--- src/rtl/dcache_msq_pkg.sv ---
// Shared types and defaults for the data-cache miss status queue.
package dcache_msq_pkg;

  localparam int DC_LINE_SIZE_DEFAULT = 16;
  localparam int MSQ_DEPTH_DEFAULT    = 4;

  typedef enum logic [1:0] {
    MSQ_INVALID = 2'd0,
    MSQ_PENDING = 2'd1,
    MSQ_WAIT    = 2'd2,
    MSQ_FILL    = 2'd3
  } msq_state_t;

  typedef logic [$clog2(MSQ_DEPTH_DEFAULT)-1:0] msq_idx_t;
  typedef logic [8*DC_LINE_SIZE_DEFAULT-1:0]    dc_line_t;

  // Clear the byte-offset bits of an address to get its line address.
  function automatic logic [31:0] line_align(input logic [31:0] addr, input int offset);
    return (addr >> offset) << offset;
  endfunction

endpackage

--- src/rtl/dcache_msq_if.sv ---
// Bus bundle between the miss status queue and its neighbours: store-retire
// port, memory read request/response channel and cache fill write port.
interface dcache_msq_if #(
  parameter int MSQ_DEPTH    = 4,
  parameter int DC_LINE_SIZE = 16
);
  localparam int IDX_W  = $clog2(MSQ_DEPTH);
  localparam int LINE_W = 8 * DC_LINE_SIZE;

  logic              i_sq_retire_en;
  logic [3:0]        i_sq_retire_byte_en;
  logic [31:0]       i_sq_retire_addr;
  logic [31:0]       i_sq_retire_data;
  logic              i_sq_retire_dc_hit;
  logic              o_sq_retire_msq_full;
  logic              o_mem_req_valid;
  logic [31:0]       o_mem_req_addr;
  logic [IDX_W-1:0]  o_mem_req_id;
  logic              i_mem_req_ready;
  logic              i_mem_rsp_valid;
  logic [IDX_W-1:0]  i_mem_rsp_id;
  logic [LINE_W-1:0] i_mem_rsp_data;
  logic              o_fill_en;
  logic [31:0]       o_fill_addr;
  logic [LINE_W-1:0] o_fill_data;

  // The queue itself.
  modport slave (
    input  i_sq_retire_en, i_sq_retire_byte_en, i_sq_retire_addr, i_sq_retire_data,
    input  i_sq_retire_dc_hit, i_mem_req_ready, i_mem_rsp_valid, i_mem_rsp_id, i_mem_rsp_data,
    output o_sq_retire_msq_full, o_mem_req_valid, o_mem_req_addr, o_mem_req_id,
    output o_fill_en, o_fill_addr, o_fill_data
  );

  // The surrounding store queue / memory / cache array.
  modport master (
    output i_sq_retire_en, i_sq_retire_byte_en, i_sq_retire_addr, i_sq_retire_data,
    output i_sq_retire_dc_hit, i_mem_req_ready, i_mem_rsp_valid, i_mem_rsp_id, i_mem_rsp_data,
    input  o_sq_retire_msq_full, o_mem_req_valid, o_mem_req_addr, o_mem_req_id,
    input  o_fill_en, o_fill_addr, o_fill_data
  );
endinterface

--- src/rtl/dcache_msq_line_merge.sv ---
// Byte-granular merge: each byte whose select bit is set comes from the new
// line, every other byte from the old line. Used both for folding store bytes
// into an entry and for laying store bytes over returned fill data.
module msq_line_merge #(
  parameter int NBYTES = 16
) (
  input  logic [8*NBYTES-1:0] old_line_i,
  input  logic [8*NBYTES-1:0] new_line_i,
  input  logic [NBYTES-1:0]   sel_i,
  output logic [8*NBYTES-1:0] line_o
);

  for (genvar gi = 0; gi < NBYTES; gi++) begin : g_byte
    assign line_o[8*gi +: 8] = sel_i[gi] ? new_line_i[8*gi +: 8] : old_line_i[8*gi +: 8];
  end

endmodule

--- src/rtl/dcache_msq.sv ---
// Miss status queue for retiring stores that miss the data cache.
// Optional build macro: DCACHE_MSQ_FILL_BYPASS_EN -- when defined, a memory
// response with no entry already in FILL is written to the cache in the same
// cycle and the entry goes straight from WAIT to INVALID.
module dcache_msq
  import dcache_msq_pkg::*;
#(
  parameter int MSQ_DEPTH    = MSQ_DEPTH_DEFAULT,
  parameter int DC_LINE_SIZE = DC_LINE_SIZE_DEFAULT
) (
  input logic        clk,
  input logic        n_rst,
  dcache_msq_if.slave bus
);

  localparam int OFFSET = $clog2(DC_LINE_SIZE);
  localparam int IDX_W  = $clog2(MSQ_DEPTH);
  localparam int LINE_W = 8 * DC_LINE_SIZE;
  localparam int WORDS  = DC_LINE_SIZE / 4;

  // Entry storage.
  msq_state_t              state_q [MSQ_DEPTH];
  logic [31:0]             addr_q  [MSQ_DEPTH];
  logic [LINE_W-1:0]       data_q  [MSQ_DEPTH];
  logic [DC_LINE_SIZE-1:0] mask_q  [MSQ_DEPTH];

  // Stalled-request hold so a newly allocated lower entry cannot swap the
  // request out from under the memory side.
  logic             req_lock_q;
  logic [IDX_W-1:0] req_idx_q;

  // Decoded store.
  logic [3:0]              lane4;
  logic [31:0]             data_sh;
  logic [31:0]             word_sel;
  logic [DC_LINE_SIZE-1:0] st_mask;
  logic [LINE_W-1:0]       st_data;
  logic [31:0]             st_line;

  // Searches and control.
  logic             miss, full, accept;
  logic             match_any, inval_any, pend_any, fill_any;
  logic [IDX_W-1:0] match_idx, free_idx, pend_idx, fill_idx;
  logic             req_valid, req_fire;
  logic [IDX_W-1:0] req_idx;
  logic             bypass;
  logic             fill_en;
  logic [IDX_W-1:0] fill_entry;

  // Per-entry merge results.
  logic [MSQ_DEPTH-1:0]    store_sel;
  logic [MSQ_DEPTH-1:0]    rsp_sel;
  logic [DC_LINE_SIZE-1:0] sel_mask     [MSQ_DEPTH];
  logic [DC_LINE_SIZE-1:0] mask_merged  [MSQ_DEPTH];
  logic [LINE_W-1:0]       st_merge_data  [MSQ_DEPTH];
  logic [LINE_W-1:0]       rsp_merge_data [MSQ_DEPTH];

  // Place the store's bytes at their lane and word within the line.
  always_comb begin
    lane4    = 4'({4'b0000, bus.i_sq_retire_byte_en} << bus.i_sq_retire_addr[1:0]);
    data_sh  = bus.i_sq_retire_data << {bus.i_sq_retire_addr[1:0], 3'b000};
    word_sel = (bus.i_sq_retire_addr >> 2) & 32'(WORDS - 1);
    st_mask  = DC_LINE_SIZE'(lane4) << {word_sel[29:0], 2'b00};
    st_data  = LINE_W'(data_sh) << {word_sel[26:0], 5'b00000};
    st_line  = line_align(bus.i_sq_retire_addr, OFFSET);
  end

  // Lowest-index searches over the entry table (scan high to low so the
  // lowest hit is the last one written).
  always_comb begin
    match_any = 1'b0; match_idx = '0;
    inval_any = 1'b0; free_idx  = '0;
    pend_any  = 1'b0; pend_idx  = '0;
    fill_any  = 1'b0; fill_idx  = '0;
    for (int i = MSQ_DEPTH - 1; i >= 0; i--) begin
      if (state_q[i] != MSQ_INVALID && addr_q[i] == st_line) begin
        match_any = 1'b1; match_idx = IDX_W'(i);
      end
      if (state_q[i] == MSQ_INVALID) begin
        inval_any = 1'b1; free_idx = IDX_W'(i);
      end
      if (state_q[i] == MSQ_PENDING) begin
        pend_any = 1'b1; pend_idx = IDX_W'(i);
      end
      if (state_q[i] == MSQ_FILL) begin
        fill_any = 1'b1; fill_idx = IDX_W'(i);
      end
    end
  end

  // Acceptance, request selection and fill-port selection.
  always_comb begin
    miss   = bus.i_sq_retire_en && !bus.i_sq_retire_dc_hit;
    full   = miss && ((match_any && state_q[match_idx] == MSQ_FILL) ||
                      (!match_any && !inval_any));
    accept = miss && !full;

    req_valid = req_lock_q || pend_any;
    req_idx   = req_lock_q ? req_idx_q : pend_idx;
    req_fire  = req_valid && bus.i_mem_req_ready;

`ifdef DCACHE_MSQ_FILL_BYPASS_EN
    bypass = bus.i_mem_rsp_valid && !fill_any && state_q[bus.i_mem_rsp_id] == MSQ_WAIT;
`else
    bypass = 1'b0;
`endif
    fill_en    = fill_any || bypass;
    fill_entry = fill_any ? fill_idx : bus.i_mem_rsp_id;
  end

  // Per entry: fold store bytes in, then lay the result over any fill data.
  for (genvar gi = 0; gi < MSQ_DEPTH; gi++) begin : g_entry
    assign store_sel[gi] = accept && (match_any ? (match_idx == IDX_W'(gi))
                                                : (free_idx == IDX_W'(gi)));
    assign rsp_sel[gi]   = bus.i_mem_rsp_valid && (bus.i_mem_rsp_id == IDX_W'(gi)) &&
                           (state_q[gi] == MSQ_WAIT);
    assign sel_mask[gi]    = store_sel[gi] ? st_mask : '0;
    assign mask_merged[gi] = mask_q[gi] | sel_mask[gi];

    msq_line_merge #(.NBYTES(DC_LINE_SIZE)) u_store_merge (
      .old_line_i (data_q[gi]),
      .new_line_i (st_data),
      .sel_i      (sel_mask[gi]),
      .line_o     (st_merge_data[gi])
    );

    msq_line_merge #(.NBYTES(DC_LINE_SIZE)) u_rsp_merge (
      .old_line_i (bus.i_mem_rsp_data),
      .new_line_i (st_merge_data[gi]),
      .sel_i      (mask_merged[gi]),
      .line_o     (rsp_merge_data[gi])
    );
  end

  // Entry state machine plus the stalled-request hold.
  always_ff @(posedge clk or negedge n_rst) begin
    if (!n_rst) begin
      for (int i = 0; i < MSQ_DEPTH; i++) begin
        state_q[i] <= MSQ_INVALID;
        addr_q[i]  <= '0;
        data_q[i]  <= '0;
        mask_q[i]  <= '0;
      end
      req_lock_q <= 1'b0;
      req_idx_q  <= '0;
    end else begin
      for (int i = 0; i < MSQ_DEPTH; i++) begin
        if (fill_en && fill_entry == IDX_W'(i)) begin
          state_q[i] <= MSQ_INVALID;
          mask_q[i]  <= '0;
        end else if (rsp_sel[i]) begin
          state_q[i] <= MSQ_FILL;
          data_q[i]  <= rsp_merge_data[i];
          mask_q[i]  <= mask_merged[i];
        end else begin
          if (store_sel[i]) begin
            data_q[i] <= st_merge_data[i];
            mask_q[i] <= mask_merged[i];
            if (state_q[i] == MSQ_INVALID) begin
              state_q[i] <= MSQ_PENDING;
              addr_q[i]  <= st_line;
            end
          end
          if (req_fire && req_idx == IDX_W'(i)) begin
            state_q[i] <= MSQ_WAIT;
          end
        end
      end
      req_lock_q <= req_valid && !bus.i_mem_req_ready;
      req_idx_q  <= req_idx;
    end
  end

  // Output drive; idle ports read zero.
  always_comb begin
    bus.o_sq_retire_msq_full = full;
    bus.o_mem_req_valid      = req_valid;
    bus.o_mem_req_addr       = req_valid ? addr_q[req_idx] : '0;
    bus.o_mem_req_id         = req_valid ? req_idx : '0;
    bus.o_fill_en            = fill_en;
    bus.o_fill_addr          = fill_en ? addr_q[fill_entry] : '0;
    bus.o_fill_data          = '0;
    if (fill_en) begin
      bus.o_fill_data = fill_any ? data_q[fill_idx] : rsp_merge_data[bus.i_mem_rsp_id];
    end
  end

endmodule

--- src/flat_wrapper.sv ---
// flat-port wrapper written by rule: the top's interface ports become plain ports
module dcache_msq_flat import dcache_msq_pkg::*;
#(
  parameter int MSQ_DEPTH    = MSQ_DEPTH_DEFAULT,
  parameter int DC_LINE_SIZE = DC_LINE_SIZE_DEFAULT
)
  (clk, n_rst, bus_i_sq_retire_en, bus_i_sq_retire_byte_en, bus_i_sq_retire_addr, bus_i_sq_retire_data, bus_i_sq_retire_dc_hit, bus_i_mem_req_ready, bus_i_mem_rsp_valid, bus_i_mem_rsp_id, bus_i_mem_rsp_data, bus_o_sq_retire_msq_full, bus_o_mem_req_valid, bus_o_mem_req_addr, bus_o_mem_req_id, bus_o_fill_en, bus_o_fill_addr, bus_o_fill_data);
  dcache_msq_if #(.MSQ_DEPTH(MSQ_DEPTH), .DC_LINE_SIZE(DC_LINE_SIZE)) bus_i ();
  input logic clk;
  input logic n_rst;
  input wire logic [$bits(bus_i.i_sq_retire_en)-1:0] bus_i_sq_retire_en;
  input wire logic [$bits(bus_i.i_sq_retire_byte_en)-1:0] bus_i_sq_retire_byte_en;
  input wire logic [$bits(bus_i.i_sq_retire_addr)-1:0] bus_i_sq_retire_addr;
  input wire logic [$bits(bus_i.i_sq_retire_data)-1:0] bus_i_sq_retire_data;
  input wire logic [$bits(bus_i.i_sq_retire_dc_hit)-1:0] bus_i_sq_retire_dc_hit;
  input wire logic [$bits(bus_i.i_mem_req_ready)-1:0] bus_i_mem_req_ready;
  input wire logic [$bits(bus_i.i_mem_rsp_valid)-1:0] bus_i_mem_rsp_valid;
  input wire logic [$bits(bus_i.i_mem_rsp_id)-1:0] bus_i_mem_rsp_id;
  input wire logic [$bits(bus_i.i_mem_rsp_data)-1:0] bus_i_mem_rsp_data;
  output wire logic [$bits(bus_i.o_sq_retire_msq_full)-1:0] bus_o_sq_retire_msq_full;
  output wire logic [$bits(bus_i.o_mem_req_valid)-1:0] bus_o_mem_req_valid;
  output wire logic [$bits(bus_i.o_mem_req_addr)-1:0] bus_o_mem_req_addr;
  output wire logic [$bits(bus_i.o_mem_req_id)-1:0] bus_o_mem_req_id;
  output wire logic [$bits(bus_i.o_fill_en)-1:0] bus_o_fill_en;
  output wire logic [$bits(bus_i.o_fill_addr)-1:0] bus_o_fill_addr;
  output wire logic [$bits(bus_i.o_fill_data)-1:0] bus_o_fill_data;
  assign bus_i.i_sq_retire_en = bus_i_sq_retire_en;
  assign bus_i.i_sq_retire_byte_en = bus_i_sq_retire_byte_en;
  assign bus_i.i_sq_retire_addr = bus_i_sq_retire_addr;
  assign bus_i.i_sq_retire_data = bus_i_sq_retire_data;
  assign bus_i.i_sq_retire_dc_hit = bus_i_sq_retire_dc_hit;
  assign bus_i.i_mem_req_ready = bus_i_mem_req_ready;
  assign bus_i.i_mem_rsp_valid = bus_i_mem_rsp_valid;
  assign bus_i.i_mem_rsp_id = bus_i_mem_rsp_id;
  assign bus_i.i_mem_rsp_data = bus_i_mem_rsp_data;
  assign bus_o_sq_retire_msq_full = bus_i.o_sq_retire_msq_full;
  assign bus_o_mem_req_valid = bus_i.o_mem_req_valid;
  assign bus_o_mem_req_addr = bus_i.o_mem_req_addr;
  assign bus_o_mem_req_id = bus_i.o_mem_req_id;
  assign bus_o_fill_en = bus_i.o_fill_en;
  assign bus_o_fill_addr = bus_i.o_fill_addr;
  assign bus_o_fill_data = bus_i.o_fill_data;
  dcache_msq #(.MSQ_DEPTH(MSQ_DEPTH), .DC_LINE_SIZE(DC_LINE_SIZE)) u_core (.clk(clk), .n_rst(n_rst), .bus(bus_i));
endmodule
--- config.mk ---
export PLATFORM = sky130hd
export DESIGN_NAME = dcache_msq_flat
export DESIGN_NICKNAME = d
export VERILOG_FILES = /design/src/rtl/dcache_msq_pkg.sv /design/src/rtl/dcache_msq_if.sv /design/src/rtl/dcache_msq_line_merge.sv /design/src/rtl/dcache_msq.sv /design/src/flat_wrapper.sv
export SDC_FILE = /design/constraint.sdc
export NUM_CORES = 2
export LEC_CHECK = 0
export CORE_ASPECT_RATIO = 0.5
export CORE_MARGIN = 5
export CORE_UTILIZATION = 50
export DETAILED_ROUTE_END_ITERATION = 8
export PLACE_DENSITY = 0.73
export SLEW_MARGIN = 10
export SYNTH_ARGS = -nofsm -noshare
export SYNTH_HDL_FRONTEND = slang
export SYNTH_HIERARCHICAL = 1
export SYNTH_SLANG_ARGS = --single-unit
--- constraint.sdc ---
create_clock -name clk -period 7 [get_ports clk]
set_clock_uncertainty 0.1 [all_clocks]
set_input_delay 1.05 -clock clk [delete_from_list [all_inputs] [get_ports clk]]
set_output_delay 1.05 -clock clk [all_outputs]
set_load 0.02 [all_outputs]
# After elaboration in Yosys (flattened, before gate mapping)
# Cells that the tools add are included.
[op_classes]
n_lt_le_gt_ge = 4
eq_ne = 32
n_shift = 4
n_mux = 226
bitwise = 16
n_reduce_logical = 79
[op_table]
columns = ["operator", "count"]
rows = [
  ["2-to-1 mux 128 bit", 11],
  ["2-to-1 mux 8 bit", 128],
  ["binary-select mux 128 bit (select 2 bit)", 1],
  ["2-to-1 mux 16 bit", 16],
  ["2-to-1 mux 32 bit", 6],
  ["binary-select mux 32 bit (select 2 bit)", 2],
  ["left shift 32 x 7 -> 128 bit", 1],
  ["equality test 28 bit", 4],
  ["2-to-1 mux 2 bit", 41],
  ["bitwise OR 16 bit", 4],
  ["equality test 2 bit (second input constant)", 19],
  ["nonzero test 4 bit", 8],
  ["left shift 32 x 5 -> 32 bit", 1],
  ["logical AND 1 bit", 31],
  ["2-to-1 mux 1 bit", 20],
  ["equality test 2 x 1 -> 1 bit (second input constant)", 9],
  ["logical NOT 2 bit", 9],
  ["AND reduction 2 bit", 8],
  ["AND reduction 4 bit", 4],
  ["nonzero test 2 bit", 8],
  ["left shift 4 x 4 -> 16 bit", 1],
  [">= comparator 3 bit (second input constant)", 4],
  ["inverter 2 -> 3 bit", 4],
  ["nonzero test 3 bit", 4],
  ["5 further kinds", 17],
]
[totals]
register_bits = 699
inputBits = 204

# Depth between registers and ports, before layout
[depth]
word_depth = 22
ltp_mapped = 17

# By module
# Netlist, hierarchy kept.
[by_module_without_submodules]
columns = ["module", "instances", "cells_per_inst", "area_per_inst_um2", "seq_area_each_um2"]
rows = [
  ["dcache_msq", 1, 4462, 38707.1, 17491.8],
  ["msq_line_merge", 8, 144, 1621.6, 0.0],
]

# Least setup slack after synthesis
# No wires, ideal clock.
[synth_path]
path_kind = "input-to-reg"
from = "in bus_i_sq_retire_addr[11]"
to = "reg u_core/data_q[320] in the netlist's numbering"
arrival_time_ns = 4.329
required_time_ns = 6.778
slack_ns = 2.449
path_stages = 16
n_path_buf = 4
cell_sequence = "buf_4 -> xor2_1 -> nor4_1 -> nand4_1 -> or4_4 -> a21boi_1 -> or2_4 -> a211o_1 -> clkbuf_1 -> buf_1 -> nor2_1 -> buf_6 -> mux2_2 -> mux2_2 -> nor2_1 -> a21oi_1"
[synth_rtl]
columns = ["item", "line", "rtl"]
rows = [
  ["start, declared", "flat_wrapper.sv:13", "input wire logic [$bits(bus_i.i_sq_retire_addr)-1:0] bus_i_sq_retire_addr;"],
  ["end signal, assigned by index", "dcache_msq.sv:153", "data_q[i] <= rsp_merge_data[i];"],
  ["end signal, assigned by index", "dcache_msq.sv:157", "data_q[i] <= st_merge_data[i];"],
  ["end, declared", "dcache_msq.sv:24", "logic [LINE_W-1:0] data_q [MSQ_DEPTH];"],
]

# Worst setup path after layout
[layout_path]
from = "reg u_core/state_q[3] in the netlist's numbering"
to = "out bus_o_fill_data[21]"
[layout_between]
elab_chain_len = 9
word_cells_on_any_way = 12
[layout_lines]
columns = ["item", "line", "rtl"]
rows = [
  ["start, declared", "dcache_msq.sv:22", "msq_state_t state_q [MSQ_DEPTH];"],
  ["start signal, assigned by index", "dcache_msq.sv:139", "state_q[i] <= MSQ_INVALID;"],
  ["start signal, assigned by index", "dcache_msq.sv:149", "state_q[i] <= MSQ_INVALID;"],
  ["start signal, assigned by index", "dcache_msq.sv:152", "state_q[i] <= MSQ_FILL;"],
  ["equality test 2 bit (*)", "dcache_msq.sv:85", "if (state_q[i] == MSQ_FILL) begin"],
  ["2-to-1 mux 2 bit (3 in series)", "dcache_msq.sv:85", ""],
  ["inverter 2 -> 3 bit (implied by the code)", "dcache_msq.sv:184", "bus.o_fill_data = fill_any ? data_q[fill_idx] : rsp_merge_data[bus.i_mem_rsp_id];"],
  ["binary-select mux 128 bit (select 2 bit)", "dcache_msq.sv:184", ""],
  ["2-to-1 mux 128 bit (implied by the code) (2 in series)", "dcache_msq.sv:184", ""],
  ["2-to-1 mux 128 bit (*)", "dcache_msq.sv:183", "if (fill_en) begin"],
  ["end, declared", "flat_wrapper.sv:26", "output wire logic [$bits(bus_i.o_fill_data)-1:0] bus_o_fill_data;"],
]
# Every way passes the cells marked *; elsewhere a longest branch is shown, timed or not. The select of a mux whose other input is x is not followed.

==> flow_summary.yaml <==
outcome:
  status: "complete, but fails checks"
  violations: "DRC"
power_and_ir_drop:
  leakagePower_nw: 23.97
  ir_drop_mv: 0.4312
  power_mw: 26.99
  p_per_area_nw_per_um2: 464.1
timing:
  hold_violations: 0
  fin_crit_ns: 5.990
  fin_crit_sh_pct: 85.58
  finalMaxSlewViolations: 0
  slew_headroom_pct: 10.25
  fin_tns_setup_ns: 0
  rsz0062_at_grt: "false"
  setup_viol: 0
  fmax_mhz: 166.9
  worst_pin_slew_ns: 1.332
clock_network:
  clk_latency_ns: 0.69
  postCtsHoldBufs: 0
  h-tree-depth: 3
  post_cts_buffers: 0
  numCtsBuffers: 72
  ctsResizeCount: 0
  clock_sinks: 699
  cts_tree: "done"
  cts_max_path_buffers: 3
  cts.clk_slew.worst_paths_ns: 0.07
  ctsRootBufferMaster: "clkbuf_16"
logic_synthesis:
  synth_ff_type: "dfrtp_1"
  syn_area_um2: 51680
  yosysTopAreaCell: "dfrtp_1"
  synth.distinct_cells: 58
  ys_seq_area_share_pct: 33.85
  syn_area_per_cell_um2: 9.205
  ys.warnings.count: 6
  netlist.area_leader.share_pct: 33.85
  synthArstFlopShare_pct: 100.0
  ys_seq_elements: 699
  synthTopCellsByArea: "dfrtp_1, mux2_2, nand2_1"
  synth_edf_count: 0
  syn_inst: 5614
worst_setup_path:
  critPathSlowestCell: "a222oi_1"
  cp_slowest_stage_delay_ns: 0.80
  startpoint: "u_core/state_q[3]"
  cp.required_ns: 5.85
  crit_family: "buffers and inverters"
  endpoint_kind: "output pin"
  path_class: "reg2out"
  startpoint_type: "register"
  arrival_ns: 4.84
  cp.depth: 10
  cp_cell_sequence: "nand2_1, nand3_1, buf_4, nand2_1, nand2_4, buf_4, mux2_2, a222oi_1, nor2_1, clkdlybuf4s50_1"
  rr_startpoint: "u_core/addr_q[75]"
  critPathMaxFanout: 33
  worstRegToRegCells: 13
  crit_buf_inv: 3
routing:
  met1_length_um: 71100
  viasPerCell: 6.635
  routedWlPerCell_um: 26.80
  drtIter0Drc: 6342
  wl_met2_um: 82970
  wl_met3_um: 23880
  post-route-drc-count: 3
  first_pass_iters: 9
  routed_wl_um: 191600
  top_layer_used: "met5"
  drtAntennaViolNets: 0
  vias: 47430
cells_and_area:
  drive_gt1_share_pct: 28.61
  final-instance-count-excl-fill: 7148
  layout_common_cells: "mux2_2, nand2_1, nor2_1"
  final_common_cell: "mux2_2"
  fillCellCount: 8608
  nets: 5912
  multi_input_area_um2: 31080
  synthToLayoutAreaGrowth_pct: 12.53
  ff_latch_area_um2: 17490
placed_design:
  placedCellCount: 6994
  io_buffers: 392
  place.gp.congestion: 0.9381
  hpwl_um: 123100
job:
  maxCapViolCount: 0
floorplan:
  rows: 83
  ios: 401
  core_um2: 102600
  dieArea_um2: 110300
  dieHeight_um: 237.3
  start_util_pct: 50.37
  die_w_um: 464.7
min_path:
  hp-class: "in2async"
global_routing:
  grt_pass1_wl_um: 286800
  grt_pass1_vias: 47110
  grt_usage_pct: 33.20
  grt_max_degree: 195
  grt-ovfl-total: 0
  antenna_found_initial: 25
## flip-flops by register name, indices dropped and copies added, names as in the netlist
name,flops
u_core/req_lock_q,1
u_core/data_q,512
u_core/state_q,8
u_core/addr_q,112
u_core/req_idx_q,2
u_core/mask_q,64
## metal layers
metal,global-route usage (%),vias to the layer above
met5,0,-
met4,21.96,12
met3,10.43,792
met2,49.27,3335
met1,41.82,23170
li1,-,20120
## cell type report
cell class	instances	area share, %
Clock inverter	30	0.6863
Multi-Input combinational cell	4374	53.44
Timing Repair Buffer	550	9.088
Inverter	11	0.07100
Clock buffer	100	3.608
Antenna cell	24	0.1033
Sequential cell	699	30.08
Tap cell	1360	2.926
## through the flow
step	util [%]	area (um2)	hold slack [ns]	setup slack (ns)
finish	56.68	58160	0.2516	1.010
global route	56.66	58130	0.2833	0.8775
detailed placement	54.19	55600	0.3628	0.8882
global placement	54.19	55600	0.3505	1.013
CTS	56.62	58100	0.2570	1.082
floorplan	-	51710	0.3419	2.449
## logic make-up after synthesis
group,count (synthesis),synth area share [%]
AO/OA/AOI/OAI,932,11.86
XOR/XNOR,110,1.864
buffers and inverters,548,6.372
flip-flops,699,33.85
multiplexers,1345,30.68
other,1,0.007256
AND/OR/NAND/NOR,1979,15.37
## power breakdown
part	internal, mW	switching [mW]
sequential	5.99	1.63
combinational	7.05	8.10
clock	2.38	1.84
total	15.4	11.6
## worst paths after layout
check                                 endpoint  slack (ns)
setup reg to reg             u_core/data_q[67]        2.05
setup / recovery           bus_o_fill_data[21]        1.01
hold reg to reg              u_core/mask_q[63]        0.38
hold / removal               u_core/addr_q[23]        0.25
min in group clk             u_core/mask_q[63]        0.38
max in group asynchronous    u_core/data_q[53]        4.95
## synthesized netlist by cell type, drive strengths merged, types with 16 or more instances
| library cell | number |
|---|---|
| xnor2 | 46 |
| nand4 | 16 |
| nor2 | 845 |
| mux2 | 1270 |
| xor2 | 64 |
| o21bai | 44 |
| a21o | 18 |
| buf | 243 |
| o21a | 38 |
| a31oi | 385 |
| o21ai | 22 |
| nand2 | 933 |
| and2 | 102 |
| mux4 | 56 |
| mux2i | 19 |
| dfrtp | 699 |
| clkbuf | 294 |
| a222oi | 128 |
| a21boi | 17 |
| a21oi | 269 |
## worst reg2reg max path: cells and delay by family (launching register included)
family | cells | cell delay, ns
compound gates | 2 | 0.24
xor+xnor | 1 | 0.19
buf+inv | 1 | 0.29
flops | 1 | 0.42
mux | 2 | 0.71
simple gates | 7 | 2.83
Power figures use the tool's default switching activity.
